<file path="config.mk">
export PLATFORM = sky130hd
export DESIGN_NAME = efuse_ctrl
export DESIGN_NICKNAME = d
export VERILOG_FILES = /design/src/rtl/efuse_pkg.sv /design/src/rtl/efuse_strobe_timer.sv /design/src/rtl/efuse_ctrl.sv
export SDC_FILE = /design/constraint.sdc
export NUM_CORES = 1
export LEC_CHECK = 0
export CAP_MARGIN = 20
export CORE_MARGIN = 4
export CORE_UTILIZATION = 47
export DETAILED_ROUTE_END_ITERATION = 7
export GPL_ROUTABILITY_DRIVEN = 1
export GPL_TIMING_DRIVEN = 0
export HOLD_SLACK_MARGIN = 0.15
export PLACE_DENSITY = 0.76
export SLEW_MARGIN = 20
export SYNTH_ARGS = -nofsm -noshare
export SYNTH_HDL_FRONTEND = slang
export SYNTH_SLANG_ARGS = --single-unit
</file>
<file path="constraint.sdc">
create_clock -name clk -period 3.16 [get_ports clk]
set_clock_uncertainty 0.05 [all_clocks]
set_input_delay 0.79 -clock clk [delete_from_list [all_inputs] [get_ports clk]]
set_output_delay 0.79 -clock clk [all_outputs]
set_load 0.02 [all_outputs]
</file>
<file path="src/rtl/efuse_pkg.sv">
// rtl/efuse_pkg.sv - shared types, defaults and helpers for the eFuse controller
package efuse_pkg;

   typedef enum logic [2:0] {
      IDLE,
      SCAN,
      SETUP,
      STROBE,
      HOLD,
      DONE
   } state_e;

   typedef enum logic {
      OP_RD,
      OP_PGM
   } op_e;

   localparam int DEF_EFUSE_BITS = 256;
   localparam int DEF_NR         = 64;
   localparam int DEF_DW         = 8;
   localparam int DEF_TRD_W      = 6;
   localparam int DEF_TPGM_W     = 10;
   localparam int DEF_TRD        = 0;
   localparam int DEF_TPGM       = 4;

   // Keeps derived vector widths legal when a ratio collapses to 1.
   function automatic int clog2_min1(input int value);
      int r;
      r = $clog2(value);
      return (r < 1) ? 1 : r;
   endfunction

   function automatic int max_int(input int a, input int b);
      return (a > b) ? a : b;
   endfunction

endpackage

</file>
<file path="src/rtl/efuse_strobe_timer.sv">
// rtl/efuse_strobe_timer.sv - loadable down-counter timing the macro strobes
//   clk, rst_n : clock and synchronous active-low reset
//   load       : load load_val into the counter (wins over en)
//   en         : count down by one while non-zero
//   load_val   : strobe width minus 1
//   zero       : counter is at zero (last strobe cycle when en is high)
module efuse_strobe_timer #(
   parameter int W = 10
) (
   input  logic         clk,
   input  logic         rst_n,
   input  logic         load,
   input  logic         en,
   input  logic [W-1:0] load_val,
   output logic         zero
);

   logic [W-1:0] cnt_q;

   always_ff @(posedge clk) begin
      if (!rst_n) begin
         cnt_q <= '0;
      end else if (load) begin
         cnt_q <= load_val;
      end else if (en && (cnt_q != '0)) begin
         cnt_q <= cnt_q - W'(1);
      end
   end

   assign zero = (cnt_q == '0);

endmodule

</file>
<file path="src/rtl/efuse_ctrl.sv">
// rtl/efuse_ctrl.sv - eFuse macro controller: word reads and bit-serial programming
//   clk, rst_n           : clock and synchronous active-low reset
//   rg_efuse_trd/tpgm    : read / program strobe width minus 1 (captured at accept)
//   read_start/read_sel  : read request and word index
//   pgm_start/pgm_sel    : program request and word index
//   pgm_data             : bits to blow (1 = blow); pgm_lock rejects programming
//   efuse_rdata          : macro read data byte
//   read_done/read_data  : read completion pulse and last completed word
//   pgm_done, cmd_err    : program completion pulse, rejected-command pulse
//   busy                 : operation in progress
//   efuse_aen_o/rden_o/pgmen_o/addr_o : macro address enable, strobes, bit address
module efuse_ctrl
   import efuse_pkg::*;
#(
   parameter  int EFUSE_BITS = DEF_EFUSE_BITS,
   parameter  int NR         = DEF_NR,
   parameter  int DW         = DEF_DW,
   parameter  int TRD_W      = DEF_TRD_W,
   parameter  int TPGM_W     = DEF_TPGM_W,
   localparam int RSEL       = EFUSE_BITS / NR,
   localparam int BYTE_NUM   = NR / DW,
   localparam int SW         = clog2_min1(RSEL),
   localparam int AW         = clog2_min1(EFUSE_BITS)
) (
   input  logic              clk,
   input  logic              rst_n,
   input  logic [TRD_W-1:0]  rg_efuse_trd,
   input  logic [TPGM_W-1:0] rg_efuse_tpgm,
   input  logic              read_start,
   input  logic [SW-1:0]     read_sel,
   input  logic              pgm_start,
   input  logic [SW-1:0]     pgm_sel,
   input  logic [NR-1:0]     pgm_data,
   input  logic              pgm_lock,
   input  logic [DW-1:0]     efuse_rdata,
   output logic              read_done,
   output logic [NR-1:0]     read_data,
   output logic              pgm_done,
   output logic              cmd_err,
   output logic              busy,
   output logic              efuse_aen_o,
   output logic              efuse_rden_o,
   output logic              efuse_pgmen_o,
   output logic [AW-1:0]     efuse_addr_o
);

   localparam int TW    = max_int(TRD_W, TPGM_W);
   localparam int IW    = clog2_min1(NR);
   localparam int BW    = clog2_min1(BYTE_NUM);
   localparam int NR_SH = $clog2(NR);
   localparam int DW_SH = $clog2(DW);

   state_e            state_q, state_d;
   op_e               op_q, op_d;
   logic [IW-1:0]     idx_q, idx_d;
   logic [SW-1:0]     sel_q;
   logic [TRD_W-1:0]  trd_q;
   logic [TPGM_W-1:0] tpgm_q;
   logic [NR-1:0]     data_q;
   logic [NR-1:0]     shadow_q;
   logic [NR-1:0]     read_data_q;
   logic              cmd_err_q, cmd_err_d;
   logic              capture;
   logic              shadow_we;
   logic              rd_load;
   logic              last_idx;
   logic              tmr_load, tmr_en, tmr_zero;
   logic [TW-1:0]     tmr_val;
   logic [BW-1:0]     byte_idx;
   logic [AW-1:0]     addr_base, addr_off;

   // idx_q counts bytes during a read and fuse bits during programming.
   assign byte_idx = idx_q[BW-1:0];
   assign last_idx = (op_q == OP_RD) ? (idx_q == IW'(BYTE_NUM - 1))
                                     : (idx_q == IW'(NR - 1));

   // Captured timing is used so register writes mid-operation cannot stretch a strobe.
   assign tmr_load = (state_q == SETUP);
   assign tmr_en   = (state_q == STROBE);
   assign tmr_val  = (op_q == OP_RD) ? TW'(trd_q) : TW'(tpgm_q);

   efuse_strobe_timer #(
      .W (TW)
   ) u_timer (
      .clk      (clk),
      .rst_n    (rst_n),
      .load     (tmr_load),
      .en       (tmr_en),
      .load_val (tmr_val),
      .zero     (tmr_zero)
   );

   always_comb begin
      state_d   = state_q;
      op_d      = op_q;
      idx_d     = idx_q;
      capture   = 1'b0;
      cmd_err_d = 1'b0;
      shadow_we = 1'b0;
      rd_load   = 1'b0;
      case (state_q)
         IDLE: begin
            if (read_start) begin
               // Read wins; a simultaneous program request is dropped and flagged.
               state_d   = SETUP;
               op_d      = OP_RD;
               idx_d     = '0;
               capture   = 1'b1;
               cmd_err_d = pgm_start;
            end else if (pgm_start) begin
               if (pgm_lock) begin
                  cmd_err_d = 1'b1;
               end else begin
                  state_d = SCAN;
                  op_d    = OP_PGM;
                  idx_d   = '0;
                  capture = 1'b1;
               end
            end
         end
         SCAN: begin
            if (data_q[idx_q]) begin
               state_d = SETUP;
            end else if (last_idx) begin
               state_d = DONE;
            end else begin
               idx_d = idx_q + IW'(1);
            end
         end
         SETUP: begin
            state_d = STROBE;
         end
         STROBE: begin
            if (tmr_zero) begin
               state_d   = HOLD;
               shadow_we = (op_q == OP_RD);
            end
         end
         HOLD: begin
            if (last_idx) begin
               state_d = DONE;
               rd_load = (op_q == OP_RD);
            end else begin
               idx_d   = idx_q + IW'(1);
               state_d = (op_q == OP_RD) ? SETUP : SCAN;
            end
         end
         DONE: begin
            state_d = IDLE;
         end
         default: begin
            state_d = IDLE;
         end
      endcase
   end

   always_ff @(posedge clk) begin
      if (!rst_n) begin
         state_q     <= IDLE;
         op_q        <= OP_RD;
         idx_q       <= '0;
         sel_q       <= '0;
         trd_q       <= '0;
         tpgm_q      <= '0;
         data_q      <= '0;
         shadow_q    <= '0;
         read_data_q <= '0;
         cmd_err_q   <= 1'b0;
      end else begin
         state_q   <= state_d;
         op_q      <= op_d;
         idx_q     <= idx_d;
         cmd_err_q <= cmd_err_d;
         if (capture) begin
            trd_q  <= rg_efuse_trd;
            tpgm_q <= rg_efuse_tpgm;
            sel_q  <= read_start ? read_sel : pgm_sel;
            data_q <= pgm_data;
         end
         if (shadow_we) begin
            shadow_q[DW*byte_idx +: DW] <= efuse_rdata;
         end
         if (rd_load) begin
            read_data_q <= shadow_q;
         end
      end
   end

   // Word base is sel*NR; read offsets step a whole data-port byte, program offsets one bit.
   assign addr_base = AW'(sel_q) << NR_SH;
   assign addr_off  = (op_q == OP_RD) ? (AW'(idx_q) << DW_SH) : AW'(idx_q);

   assign busy          = (state_q == SCAN) || (state_q == SETUP) ||
                          (state_q == STROBE) || (state_q == HOLD);
   assign efuse_aen_o   = (state_q == SETUP) || (state_q == STROBE);
   assign efuse_rden_o  = (state_q == STROBE) && (op_q == OP_RD);
   assign efuse_pgmen_o = (state_q == STROBE) && (op_q == OP_PGM);
   assign efuse_addr_o  = ((state_q == SETUP) || (state_q == STROBE) || (state_q == HOLD))
                          ? (addr_base + addr_off) : '0;
   assign read_done     = (state_q == DONE) && (op_q == OP_RD);
   assign pgm_done      = (state_q == DONE) && (op_q == OP_PGM);
   assign read_data     = read_data_q;
   assign cmd_err       = cmd_err_q;

endmodule
</file>
==> metrics <==
Mapped Nets=roughly 1,300; final hold slack=between 300 and 400 ps; layout cell share with drive strength beyond 1=under 10%; Sink Count=231; Final min period=roughly 3100 ps; Setup Viol. Count Final=0; Std-Cell Core Area=between 0.015 and 0.02 sq mm; nets=between 1,000 and 1,500; Clock Latency Late Sink=510 ps; H-tree Lvls=1; Max VDD drop=approximately 0.00036 V; vias in the first global route=~8,200; PwrDens=just under 600 mW/mm^2; root buf cell=clkbuf_16; Cells after Synth=1,170; Data arrival, critical path=~2200 ps; pin count of the biggest net entering global routing=20; main flop type after synthesis=dfxtp_1; final worst setup slack=105 ps; Achievable Freq=roughly 330 MHz; Cell Area, Synth=between 0.009 and 0.01 sq mm; Distinct cells, synth=49; ys async rst share=0%; WS Path Type=reg2out; first-pass GRT wire length=between 40,000 and 50,000 um; Fin. Hold Viols=0; FF-to-FF setup slack=110 ps; # DRC=0; Final Slew Violations=0; CTS tree=done; HPWL after detailed placement=about 19,000 um; Overflow after GRT=0; Post-Place Cells=roughly 1,600; DRT Pass-1 Iters=5; CTS max path bufs=3; Die Y=between 100 and 150 um; pre-CTS WS=-876 ps; FP Rows=51; Initial Utilization=between 40 and 50%; DR vias=slightly below 9,000; P_leak=approximately 4.4 nW; FILL cells=roughly 1,700; Yosys top cell by area=dfxtp_1; initial antenna violation count=0; routability cong.=roughly 0.86; measured slew at the worst slew-check pin=roughly 740 ps; Antenna Cells=0; worst hold path type=reg2reg; Post-synth EDFFs=0; total track usage=a little under a quarter; io pins=approximately 180; share of the synthesized area in the top cell type=49.0%; critical path required time=2320 ps; Vias/cell=roughly 5.3; CTS Buf Count=24; Yosys Warn Count=0; Horiz. Die Dim=roughly 150 um; Tcrit/Tclk final=96.7%; register area share after synthesis=about half; clock-pin slew on the worst setup and hold paths=60 ps; post-route ant nets=0; Die Area=between 0.02 and 0.025 sq mm; Layout Cells excl Fill=roughly 1,600; Crit. End Element=output pin; Routed WL=about 26,000 um; Relative slew margins=roughly half; Starting DRT DRC Count=557; #FFs+latches synth=~230; Synth area leaders=dfxtp_1 49%, nand2_1 14%, a21oi_1 10%; synthesis-to-layout area growth=31.4%; outcome=completed; IO Port Bufs=approximately 170; max cap viols=0; post-detailed-route wirelength per cell=15.9 um; Worst setup SP type=register; Final TNS setup=0 ps; CP Max Fanout=10; Syn Area/Cell=8.06 sq um; RSZ-0062 raised after global routing=yes
placed cells by master (no fill, tap or decap), types with 6 or more instances in the layout:
cell | synthesis | routed
a211oi_1 | 9 | 9
a21oi_1 | 190 | 190
buf_1 | 7 | 6
buf_2 | 11 | 11
buf_4 | 1 | 8
clkbuf_1 | 66 | 60
clkbuf_16 | 0 | 25
clkdlybuf4s50_1 | 0 | 161
dfxtp_1 | 231 | 228
ha_1 | 7 | 6
inv_1 | 12 | 11
mux2i_1 | 58 | 58
mux4_2 | 8 | 8
nand2_1 | 341 | 341
nand3_1 | 25 | 25
nand4_1 | 13 | 13
nor2_1 | 92 | 88
nor2b_1 | 8 | 7
nor3_1 | 12 | 12
o21ai_0 | 12 | 12
xnor2_1 | 7 | 7
xor2_1 | 6 | 6
cell type report:
| class | instances | area (sq um) | area share, % |
|---|---|---|---|
| Tap cell | 265 | 332 | 2.68 |
| Timing Repair Buffer | 177 | 1750 | 14.1 |
| Clock buffer | 37 | 721 | 5.82 |
| Inverter | 13 | 52.6 | 0.424 |
| Clock inverter | 7 | 87.6 | 0.707 |
| Buffer | 80 | 394 | 3.18 |
| Multi-Input combinational cell | 838 | 4430 | 35.8 |
| Sequential cell | 231 | 4630 | 37.3 |
metrics by stage:
| step | util (%) | cell area (sq um) | power (W) |
|---|---|---|---|
| 5_1_grt | 63.3 | 12400 | 0.00761 |
| 3_3_place_gp | 58.5 | 11500 | 0.00440 |
| 4_1_cts | 63.2 | 12400 | 0.00730 |
| 3_5_place_dp | 58.5 | 11500 | 0.00443 |
| 6_report | 63.3 | 12400 | 0.00728 |
| 2_1_floorplan | - | 9430 | 0.00401 |
cell families after synthesis:
kind of cell,Yosys count,share of synthesized area (%)
compound gates,232,13.2
xor+xnor,13,1.21
fa+ha+maj,7,0.929
buf+inv,101,4.44
flops,231,49.0
mux,67,8.19
simple gates,519,23.0
per-layer routing:
metal	global-route usage (%)	up-vias	part of all wire (%)
met5	0	-	0
met4	5.35	0	2.0
met3	3.48	47	7.1
met2	38.6	328	48
met1	30.9	4031	43
li1	-	4312	-
flip-flops by register name, indices dropped and copies added, names as in the netlist:
name / count
trd_q: 6
u_timer.cnt_q: 10
data_q: 64
tpgm_q: 10
shadow_q: 64
state_q: 3
cmd_err: 1
read_data: 64
sel_q: 2
idx_q: 6
op_q: 1
worst max-delay path, stage by stage (launching register included):
cell and delay [ps]:
dfxtp_2 430, nand2b_2 240, inv_1 130, nor2_4 250, nor2_1 110, clkdlybuf4s50_1 550
timing repair:
item,CTS,global route
gates resized for setup,51,11
endpoints found under the setup margin,147,120
pin swaps,4,4
hold buffers,0,0
setup buffers,4,4
synthesized netlist by cell type (all sizes together), types with 3 or more instances:
| master | number |
|---|---|
| nor2b | 8 |
| a221oi | 3 |
| mux4 | 8 |
| a22oi | 3 |
| nand2b | 7 |
| o21ai | 13 |
| nor4 | 7 |
| nor2 | 93 |
| mux2i | 58 |
| inv | 12 |
| nor3 | 12 |
| a21oi | 190 |
| o211ai | 3 |
| ha | 7 |
| dfxtp | 231 |
| nand4 | 14 |
| clkbuf | 66 |
| a211oi | 9 |
| xor2 | 6 |
| xnor2 | 7 |
| nand3 | 25 |
| nand2 | 341 |
| buf | 22 |
| or3 | 4 |
power by group:
part           switching (W)  internal (W)
Clock                0.00112       0.00173
Combinational       0.000763      0.000510
Sequential         0.0000931       0.00307
Total                0.00197       0.00531
path summary, 6_finish.rpt:
path,cells after the start,from,endpoint
max,5,state_q[2],efuse_addr_o[5]
max reg2reg,12,idx_q[0],shadow_q[44]
min,2,read_data[35],read_data[35]
min reg2reg,2,read_data[35],read_data[35]
Note: power is estimated with default switching activity, not from simulation.
==> edit, RTL diff (same flow settings) <==
The 6 states of `state_e` get a one-hot encoding in 6 bits.
--- a/src/rtl/efuse_pkg.sv
+++ b/src/rtl/efuse_pkg.sv
@@ -1,13 +1,13 @@
 // rtl/efuse_pkg.sv - shared types, defaults and helpers for the eFuse controller
 package efuse_pkg;
 
-   typedef enum logic [2:0] {
-      IDLE,
-      SCAN,
-      SETUP,
-      STROBE,
-      HOLD,
-      DONE
+   typedef enum logic [5:0] {
+      IDLE   = 6'b000001,
+      SCAN   = 6'b000010,
+      SETUP  = 6'b000100,
+      STROBE = 6'b001000,
+      HOLD   = 6'b010000,
+      DONE   = 6'b100000
    } state_e;
 
    typedef enum logic {
Function: same outputs for any inputs over 4 cycles, from zero or initial values and one cycle with rst_n low; so few cycles prove little.
==> edit against the unedited design <==
Synthesized area is 3.5% higher. Highest routed layer unchanged. Via count fell by 0.70%. Total power fell by 7.4%. Worst setup slack got worse by 0.089 ns. Routed wire length increased by 1.3%. Critical path depth increased by 4. Synthesized cell count decreased by 2.2%. Worst hold slack barely moved. Cell area is 4.0% higher. Sequential cell count is 3 higher.
==> edit: results (changes against the unedited design) <==
| Metric | Value |
|---|---|
| Relative contribution of combinational cells to total power | `13.6% (was 17.5%)` |
| Run status | `finished, final reports clean (unchanged)` |
| Fraction of the mapped netlist area in compound gates | `14.7% (was 13.2%)` |
| Cell leakage power | `4.76 nW (was 4.43 nW)` |
| Average size of a mapped cell | `8.53 um2 (was 8.06 um2)` |
| Top cell types by occurrence after synthesis | `sky130_fd_sc_hd__nand2_1, sky130_fd_sc_hd__dfxtp_1, sky130_fd_sc_hd__a21boi_0, sky130_fd_sc_hd__mux2i_1, sky130_fd_sc_hd__a21oi_1 (was sky130_fd_sc_hd__nand2_1, sky130_fd_sc_hd__dfxtp_1, sky130_fd_sc_hd__a21oi_1, sky130_fd_sc_hd__nor2_1, sky130_fd_sc_hd__clkbuf_1)` |
| Top cells by area, synth | `sky130_fd_sc_hd__dfxtp_1, sky130_fd_sc_hd__nand2_1, sky130_fd_sc_hd__mux2i_1 (was sky130_fd_sc_hd__dfxtp_1, sky130_fd_sc_hd__nand2_1, sky130_fd_sc_hd__a21oi_1)` |
| Total routing usage reported by global routing | `21.8% (was 22.8%)` |
| CTS resizes | `52 (was 51)` |
| Fraction of final layout cells sized beyond drive strength 1 | `9.45% (was 6.94%)` |
| DR WL/cell | `16.1 um (was 15.9 um)` |
| Switching power | `0.00177 W (was 0.00197 W)` |
| Stage delay of the slowest cell on the critical path | `0.53 ns (was 0.55 ns)` |
| Routability congestion estimate from global placement | `0.937 (was 0.857)` |
| Net count, final | `1462 (was 1469)` |
| Number of DRC markers in iteration 0 | `545 (was 557)` |
| DR vias | `8657 (was 8718)` |
| Multiplexer fraction of the synthesized cell area | `9.78% (was 8.19%)` |
| Syn nets | `1248 (was 1274)` |
| Fillcell total | `1768 (was 1697)` |
| Highest ir drop seen on vdd | `317 uV (was 356 uV)` |
| Biggest fanout along the worst timing path | `8 (was 10)` |
| Proportion of synthesized chip area in sequential cells | `48.0% (was 49.0%)` |
| Endpoint arrival time on the critical path | `3.48 ns (was 2.21 ns)` |
| Sequential power | `0.00321 W (was 0.00316 W)` |
| Sequential share of power | `47.6% (was 43.4%)` |
## edit: path summary, 6_finish.rpt
path / start / endpoint / slack [ns] / cells after the start
min: read_data[31]$_SDFFE_PN0P_ / read_data[31]$_SDFFE_PN0P_ / 0.40 / 2
min reg2reg: read_data[31]$_SDFFE_PN0P_ / read_data[31]$_SDFFE_PN0P_ / 0.40 / 2
max: u_timer.cnt_q[5]$_SDFFE_PN0P_ / shadow_q[50]$_SDFFE_PN0P_ / 0.02 / 9
max reg2reg: u_timer.cnt_q[5]$_SDFFE_PN0P_ / shadow_q[50]$_SDFFE_PN0P_ / 0.02 / 9
## edit: worst max-delay path, delay by kind of cell, from the launching register on
| family | cells | cell delay, ns |
|---|---|---|
| flip-flops | 1 | 0.34 |
| multiplexers | 1 | 0.18 |
| AND/OR/NAND/NOR | 6 | 2.12 |
| buffers and inverters | 2 | 0.33 |
## edit: area by class of cell
class,count,area (um2),area share [%]
buffer,77,345,2.68
clock buffer,35,672,5.21
clock inverter,8,55.1,0.427
inverter,11,45.0,0.350
multi-input combinational,818,4870,37.8
sequential,234,4690,36.4
tap,270,338,2.62
timing repair buffer,192,1860,14.5
## edit: metal layers
| metal | up-vias | routed length, um | track usage [%] |
|---|---|---|---|
| met5 | - | 0 | 0 |
| met4 | 0 | 860 | 6.76 |
| met3 | 64 | 1550 | 3.53 |
| met2 | 282 | 12700 | 38.0 |
| met1 | 4025 | 11400 | 27.8 |
| li1 | 4286 | - | - |
## edit: metrics by stage
step | hold slack (ns) | utilization, % | setup TNS (ns)
after floorplan | 0.382 | - | -0.122
after global placement | 0.389 | 58.1 | -112.02
after detailed placement | 0.394 | 58.1 | -91.09
after CTS | 0.402 | 62.4 | -0.0448
after global routing | 0.410 | 63.5 | -0.354
final | 0.397 | 63.5 | 0
